--- src/rtl/alphasoc_busmux.sv ---
// One-master to NSLV-slave decoder/multiplexer for the alphacore memory bus.
// Table-driven decode, registered slave requests, unmapped and timeout errors.
module alphasoc_busmux #(
  parameter int NSLV = 4,
  parameter logic [32*NSLV-1:0] SLV_BASE =
    {32'h0400_0000, 32'h0300_0000, 32'h0200_0000, 32'h0000_0000},
  parameter logic [32*NSLV-1:0] SLV_MASK =
    {32'hFF00_0000, 32'hFF00_0000, 32'hFFFF_FFF0, 32'hFF00_0000},
  parameter int TIMEOUT = 255,
  parameter logic [31:0] ERR_RDATA = 32'hDEAD_BEEF
) (
  input  logic              clk,
  input  logic              resetn,
  input  logic              m_valid,
  input  logic [31:0]       m_addr,
  input  logic [31:0]       m_wdata,
  input  logic [3:0]        m_wstrb,
  output logic              m_ready,
  output logic [31:0]       m_rdata,
  output logic [NSLV-1:0]   s_valid,
  output logic [31:0]       s_addr,
  output logic [31:0]       s_wdata,
  output logic [3:0]        s_wstrb,
  input  logic [NSLV-1:0]   s_ready,
  input  logic [32*NSLV-1:0] s_rdata,
  input  logic              err_clr,
  output logic              err_valid,
  output logic [1:0]        err_cause,
  output logic [31:0]       err_addr,
  output logic [7:0]        err_count
);

  typedef enum logic [1:0] {
    IDLE, ACTIVE, RESP, ERR
  } state_e;

  state_e      state_q, state_d;
  logic [3:0]  sel_q, sel_d, hit_sel;
  logic        hit;
  logic [31:0] addr_q, addr_d;
  logic [31:0] wdata_q, wdata_d;
  logic [3:0]  wstrb_q, wstrb_d;
  logic [31:0] rdata_q, rdata_d;
  logic [31:0] cnt_q, cnt_d;
  logic        ev_q, ev_d;
  logic [1:0]  ec_q, ec_d;
  logic [31:0] ea_q, ea_d;
  logic [7:0]  en_q, en_d;
  logic [NSLV-1:0] onehot;
  logic [31:0] rsel;
  logic        rdy, tmo;
  logic        err_en;
  logic [1:0]  err_new;
  logic [31:0] err_a;

  // Descending scan so the lowest matching slot is the last writer.
  always_comb begin
    hit     = 1'b0;
    hit_sel = '0;
    for (int i = NSLV - 1; i >= 0; i--) begin
      if ((m_addr & SLV_MASK[32*i +: 32]) ==
          SLV_BASE[32*i +: 32]) begin
        hit     = 1'b1;
        hit_sel = 4'(i);
      end
    end
  end

  always_comb begin
    onehot = '0;
    rsel   = '0;
    for (int i = 0; i < NSLV; i++) begin
      if (sel_q == 4'(i)) begin
        onehot[i] = 1'b1;
        rsel      = s_rdata[32*i +: 32];
      end
    end
  end

  assign rdy = |(s_ready & onehot);
  assign tmo = (TIMEOUT != 0) &&
               (cnt_q == 32'(TIMEOUT - 1));

  always_comb begin
    state_d = state_q;
    sel_d   = sel_q;
    addr_d  = addr_q;
    wdata_d = wdata_q;
    wstrb_d = wstrb_q;
    rdata_d = rdata_q;
    cnt_d   = cnt_q;
    err_en  = 1'b0;
    err_new = 2'b00;
    err_a   = addr_q;
    unique case (state_q)
      IDLE: begin
        if (m_valid) begin
          addr_d  = m_addr;
          wdata_d = m_wdata;
          wstrb_d = m_wstrb;
          cnt_d   = '0;
          if (hit) begin
            sel_d   = hit_sel;
            state_d = ACTIVE;
          end else begin
            state_d = ERR;
            err_en  = 1'b1;
            err_new = 2'b01;
            err_a   = m_addr;
          end
        end
      end
      ACTIVE: begin
        cnt_d = cnt_q + 32'd1;
        if (rdy) begin
          rdata_d = rsel;
          state_d = RESP;
        end else if (tmo) begin
          state_d = ERR;
          err_en  = 1'b1;
          err_new = 2'b10;
        end
      end
      RESP:    state_d = IDLE;
      ERR:     state_d = IDLE;
      default: state_d = IDLE;
    endcase
  end

  // A new error outranks a simultaneous clear.
  always_comb begin
    ev_d = ev_q;
    ec_d = ec_q;
    ea_d = ea_q;
    en_d = en_q;
    if (err_en) begin
      ev_d = 1'b1;
      ec_d = err_new;
      ea_d = err_a;
      if (en_q != 8'hFF) en_d = en_q + 8'd1;
    end else if (err_clr) begin
      ev_d = 1'b0;
      ec_d = 2'b00;
    end
  end

  always_ff @(posedge clk) begin
    if (!resetn) begin
      state_q <= IDLE;
      sel_q   <= '0;
      addr_q  <= '0;
      wdata_q <= '0;
      wstrb_q <= '0;
      rdata_q <= '0;
      cnt_q   <= '0;
      ev_q    <= 1'b0;
      ec_q    <= 2'b00;
      ea_q    <= '0;
      en_q    <= '0;
    end else begin
      state_q <= state_d;
      sel_q   <= sel_d;
      addr_q  <= addr_d;
      wdata_q <= wdata_d;
      wstrb_q <= wstrb_d;
      rdata_q <= rdata_d;
      cnt_q   <= cnt_d;
      ev_q    <= ev_d;
      ec_q    <= ec_d;
      ea_q    <= ea_d;
      en_q    <= en_d;
    end
  end

  assign s_valid = (state_q == ACTIVE) ? onehot : '0;
  assign s_addr  = addr_q;
  assign s_wdata = wdata_q;
  assign s_wstrb = wstrb_q;
  assign m_ready = (state_q == RESP) || (state_q == ERR);
  assign m_rdata = (state_q == RESP) ? rdata_q :
                   (state_q == ERR)  ? ERR_RDATA : '0;

  assign err_valid = ev_q;
  assign err_cause = ec_q;
  assign err_addr  = ea_q;
  assign err_count = en_q;

endmodule

--- config.mk ---
export PLATFORM = sky130hd
export DESIGN_NAME = alphasoc_busmux
export DESIGN_NICKNAME = d
export VERILOG_FILES = /design/src/rtl/alphasoc_busmux.sv
export SDC_FILE = /design/constraint.sdc
export NUM_CORES = 1
export LEC_CHECK = 0
export CORE_ASPECT_RATIO = 2
export CORE_UTILIZATION = 39
export DETAILED_ROUTE_END_ITERATION = 8
export GPL_TIMING_DRIVEN = 0
export HOLD_SLACK_MARGIN = 0.05
export MAX_ROUTING_LAYER = met4
export PLACE_DENSITY = 0.73
export SLEW_MARGIN = 20
export SYNTH_ARGS = -nofsm -noshare
export SYNTH_HDL_FRONTEND = slang
export SYNTH_SLANG_ARGS = --single-unit
--- constraint.sdc ---
create_clock -name clk -period 2.3 [get_ports clk]
set_clock_uncertainty 0.2 [all_clocks]
set_input_delay 0.575 -clock clk [delete_from_list [all_inputs] [get_ports clk]]
set_output_delay 0.575 -clock clk [all_outputs]
set_load 0.01 [all_outputs]
## Yosys cells after proc, flatten, opt, wreduce, memory -nomap -nowiden

Cells that the tools add are included.

| storage, ports and cells | value |
|---|---|
| register bits after elaboration | 181 |
| bits in latches | 0 |
| memory bits (writable) | 0 |
| bits in read-only memories | 0 |
| input port bits | 204 |
| output and inout port bits | 148 |
| logic and storage cells | 84 |
| memories | 0 |

| operators by class | value |
|---|---|
| $add $sub $neg | 2 |
| multipliers | 0 |
| div/mod/pow operators | 0 |
| order comparisons | 0 |
| eq/ne operators | 13 |
| shift operators | 0 |
| muxes and demuxes | 43 |
| bitwise operators | 1 |
| reduce and logical (&&, ||, !) cells | 14 |

Operator list:

| cell | number |
|---|---|
| $mux W32 | 10 |
| $pmux W32 S2 | 1 |
| $add A32 B1 Y32 const B | 1 |
| $eq A32 B8 Y1 const B | 1 |
| $logic_not A32 Y1 | 1 |
| $eq A28 B22 Y1 const B | 1 |
| $mux W2 | 12 |
| $mux W1 | 16 |
| $reduce_and A2 Y1 | 5 |
| $add A8 B1 Y8 const B | 1 |
| $eq A4 B2 Y1 const B | 2 |
| $eq A8 B2 Y1 const B | 1 |
| $eq A8 B3 Y1 const B | 1 |
| $ne A8 B8 Y1 const B | 1 |
| $pmux W2 S3 | 1 |
| $and A4 B4 Y4 | 1 |
| $eq A2 B2 Y1 const B | 2 |
| $eq A4 B1 Y1 const B | 1 |
| $logic_not A4 Y1 | 1 |
| $mux W4 | 1 |
| $pmux W2 S2 | 1 |
| $reduce_bool A2 Y1 | 2 |
| $reduce_or A4 Y1 | 1 |
| $ne A3 B3 Y1 const B | 1 |
| other kinds (7) | 7 |

## Logic depth before layout (Yosys ltp)

Gate-level depths: netlist of run 1.

| depth | value |
|---|---|
| depth after elaboration | 9 |
| depth in mapped cells | 8 |
| gate-level depth less buffers | 7 |

## Worst setup path before layout of run 1

OpenSTA, ideal clock, no wires.

| timing | value |
|---|---|
| path type | input port to flip-flop |
| start point | input port s_ready[3] |
| end point | register en_q[7], in the netlist err_count[7] |
| library setup time | 0.072 ns |
| data arrival time | 2.098 ns |
| required time | 2.028 ns |
| path slack | -0.070 ns |
| stages | 5 |
| path buffers | 0 |
| cell sequence | mux4_2 > nor2_1 > nand3_1 > a2111oi_0 > mux2i_1 |

| on the way | value |
|---|---|
| cells in the longest elaborated chain, start to end | 5 |

RTL lines:

| element | line | text |
|---|---|---|
| from (decl) | 24 | `input logic [NSLV-1:0] s_ready,` |
| $and A4 B4 Y4 | 80 | `assign rdy = \|(s_ready & onehot);` |
| $reduce_or A4 Y1 | 80 |  |
| $mux W1 | 115 | `if (rdy) begin` |
| $pmux W1 S2 | 95 | `unique case (state_q)` |
| $reduce_and A2 Y1 (no line) | - |  |
| to (signal assigned) | 171 | `en_q <= en_d;` |
| to (decl) | 48 | `logic [7:0] en_q, en_d;` |

Every way passes these cells.
A chain may end at the register's enable or synchronous reset.

## Worst setup path in the final report of run 1

| timing | value |
|---|---|
| start point | register state_q[1] |
| end point | output port m_rdata[22] |

| on the way | value |
|---|---|
| cells in the longest elaborated chain, start to end | 2 |

RTL lines:

| element | line | text |
|---|---|---|
| from (decl) | 37 | `state_e state_q, state_d;` |
| from (signal assigned) | 161 | `state_q <= state_d;` |
| $eq A2 B2 Y1 | 180 | `assign m_rdata = (state_q == RESP) ? rdata_q :` |
| $mux W32 | 180 |  |
| to (decl) | 19 | `output logic [31:0] m_rdata,` |

Every way passes these cells.

==> results of run 1 <==
==> Yosys cell counts, drive strengths merged, types with 10 or more instances <==
master	count	area share
nand2	227	0.10
dfxtp	179	0.43
a21oi	146	0.088
clkbuf	47	0.021
mux2i	40	0.048
nor2	37	0.017
o21ai	34	0.020
mux4	33	0.089
buf	26	0.013
o21a	26	0.023
nand4	16	0.014
inv	14	0.0063
nand3	14	0.0084
and2	12	0.0090
nand2b	10	0.0075
nor4	10	0.0093
==> state kept, by name, indices dropped and copies added (netlist names) <==
| signal | flops |
|---|---|
| s_addr | 32 |
| err_valid | 1 |
| rdata_q | 32 |
| s_wstrb | 4 |
| cnt_q | 32 |
| state_q | 2 |
| err_addr | 32 |
| sel_q | 2 |
| err_count | 8 |
| s_wdata | 32 |
| err_cause | 2 |
==> critical path: cells and delay by family, from the launching register on <==
| family | cells | cell delay [ns] |
|---|---|---|
| buffers and inverters | 4 | 0.43 |
| DFF | 1 | 0.39 |
| and+or+nand+nor | 2 | 0.32 |
==> cell type report <==
cell class / instances / area [um^2]
multi-input cells: 702 / 4626
inverters: 14 / 52.55
well taps: 269 / 336.6
repair buffers: 382 / 3686
plain buffers: 71 / 509.2
clock inverters: 10 / 121.4
fillers: 1782 / 7497
diodes: 3 / 7.507
flip-flops and latches: 179 / 3606
clock buffers: 22 / 484.2
==> logic make-up (layout without fill, tap and decap cells) <==
logic type | Yosys count | after routing | share of synthesized area
AO/OA/AOI/OAI | 245 | 245 | 0.1693
adder cells (fa/ha/maj) | 3 | 3 | 0.004508
AND/OR/NAND/NOR | 371 | 371 | 0.2059
multiplexers | 78 | 78 | 0.1441
flip-flops | 179 | 179 | 0.4304
other | 0 | 3 | 0
buffers and inverters | 87 | 499 | 0.04057
XOR/XNOR | 5 | 5 | 0.005259
==> through the flow <==
stage | setup WS, ns | TNS [ns] | power [mW]
floorplan | 0.003997 | 0 | 3.980
global placement | -1.350 | -154.88 | 4.868
detailed placement | -1.394 | -160.65 | 4.890
CTS | -0.09152 | -0.2942 | 7.944
global route | -0.09615 | -0.5710 | 8.232
finish | -0.05507 | -0.1504 | 7.967
==> layer usage <==
layer	GRT usage	wire length, um	vias up
met1	0.2799	11010	4286
li1	-	-	4224
met2	0.5597	17750	358
met4	0.1214	1134	0
met3	0.05427	1730	67
met5	-	0	-
==> power groups by stage <==
stage	Sequential (mW)	Clock, mW	Combinational (mW)
after floorplan	3.49	0	0.489
after detailed placement	3.45	0	1.44
after CTS	3.38	3.03	1.54
final	3.38	3.02	1.57
after global routing	3.40	3.16	1.67
after global placement	3.44	0	1.43
==> what timing repair did <==
item / 4_1_cts / 5_1_grt
setup buffers: 23 / 6
pin swaps: 20 / 7
endpoints found under the setup margin: 204 / 139
gates resized for setup: 276 / 59
cloned: 2 / 0
==> worst min-delay path by stage <==
stage                  endpoint  slack (ns)  cells past startpoint
CTS                 rdata_q[24]        0.25                      2
global route        rdata_q[12]        0.27                      2
global placement    rdata_q[20]        0.24                      2
detailed placement  rdata_q[24]        0.24                      2
floorplan           rdata_q[14]        0.23                      2
finish              s_wdata[14]        0.25                      2
==> layout by cell type (no fill, tap or decap), types with 4 or more instances in the layout <==
cell type and count:
mux2i_1 40, nand3_1 13, o41ai_1 4, a21oi_1 145
nand2b_1 10, nand4_1 15, mux2_2 5, buf_4 27
nor3_1 5, nand2_1 227, or3_1 5, nor4_1 4
clkbuf_16 20, buf_1 5, o21a_1 24, clkbuf_2 20
and2_4 8, xnor2_1 4, dfxtp_1 167, clkbuf_8 9
buf_2 25, dlymetal6s2s_1 7, dfxtp_2 9, dlygate4sd2_1 25
o211ai_1 6, o21ai_0 34, a2bb2oi_1 5, clkdlybuf4s50_1 285
nor2_1 35, clkbuf_1 22, or2_2 6, buf_6 21
mux4_2 33, and3_1 4, clkinvlp_4 4, inv_1 14
==> impl_metrics.tcl, run 1 <==
set metrics [dict create \
    wl_per_cell_um 19.14 \
    status "complete, but fails checks" \
    peakVddDrop_mv 0.4484 \
    grt_pass1_vias 8926 \
    violations "negative setup slack" \
    finalNetCount 1574 \
    syn_nets 1175 \
    startpoint "state_q[1]" \
    drt_pre_antenna_iters 5 \
    cp_max_fo 5 \
    worstSetupStartpointType "flip-flop" \
    finalMaxSlewViolations 0 \
    slew_headroom 0.5815 \
    core_area_um2 20930 \
    pin_count 352 \
    rows 75 \
    place_congestion 0.8926 \
    synth_edf_count 0 \
    slowest_stage "dfxtp_4" \
    cts_tree "done" \
    min_from "s_wdata[14]" \
    postRouteAntennaNets 0 \
    grt-ovfl-total 0 \
    syn_area_um2 8327 \
    die_w_um 105.3 \
    die_h_um 208.6 \
    cts_sinks 179 \
    grt_max_degree 17 \
    routed_wl_um 31620 \
    cts_max_level 4 \
    seqPwrFrac 0.424 \
    drc 0 \
    power_density_nw_per_um2 593.3 \
    grt_pass1_wl_um 47800 \
    crit_chain "clkbuf_16 > nor2b_4 > buf_6 > buf_6 > and2_4 > buf_6" \
    hold_violations 0 \
    synth_area_per_cell_um2 8.602 \
    via_count 8935 \
    crit_arrival_ns 1.58 \
    hold_class "reg -> reg" \
    yosys_register_bits 179 \
    setup_ws_ns -0.05507 \
    combPwrFrac 0.197 \
    synthCells 968 \
    r2r_cells 6 \
    die_area_um2 21970 \
    grt_use_total 0.2923 \
    critical_path_required_ns 1.52 \
    drt_iter0_drc 401 \
    worst_pin_slew_ns 0.6255 \
    final_util 0.6417 \
    synth_warnings 0 \
    finalSetupViolCount 4 \
    p_clk_frac 0.379 \
    holdBufCountCts 0 \
    timing.final.crit_period_ns 2.355 \
    stdcell_count 1652 \
    drive_above_1_share 0.1703 \
    clock-root-buffer "clkbuf_16" \
    async_flop_share 0 \
    holdWs_ns 0.2522 \
    crit_path_frequent_cell "buf_6" \
    area_growth_pct 61.28 \
    path_clk_slew_ns 0.07 \
    ys_types 61 \
    synth_flop_cell "dfxtp_1" \
    vias_per_cell 5.409 \
    max_cap_viol_count 0 \
    r2r_start "state_q[0]" \
    cp-end-kind "output port" \
    yosysSeqAreaShare 0.4304 \
    rsz0062_at_grt "yes" \
    clockBufferDepth 2 \
    r2r_end "cnt_q[17]" \
    dp_hpwl_um 24200 \
    p_switching_mw 2.109 \
    clk_latency_ns 0.43 \
    antenna_found_initial 3 \
    switching_share 0.2647 \
    power_leakage_nw 5.158 \
    fmax_ghz 0.4246 \
    finalCritPeriodShare 1.024 \
    endpoint "m_rdata[22]" \
    stdcell_area_um2 13430 \
    place_inst 1588 \
    port_buffers 351 \
    place_area_um2 12190 \
    r2r_setup_slack_ns 0.06 \
    numCtsBuffers 17 \
    max_stage_delay_ns 0.39 \
    critPathKind "reg -> out" \
    start_util 0.3979 \
    power.internal_mw 5.858 \
]
No activity file was read; power rests on OpenSTA's default activity.
==> run 2, diff against run 1 <==
- SLEW_MARGIN: 20 -> default
==> results of run 2 <==
No change in the layout: final DEF, timing and power equal those of run 1.
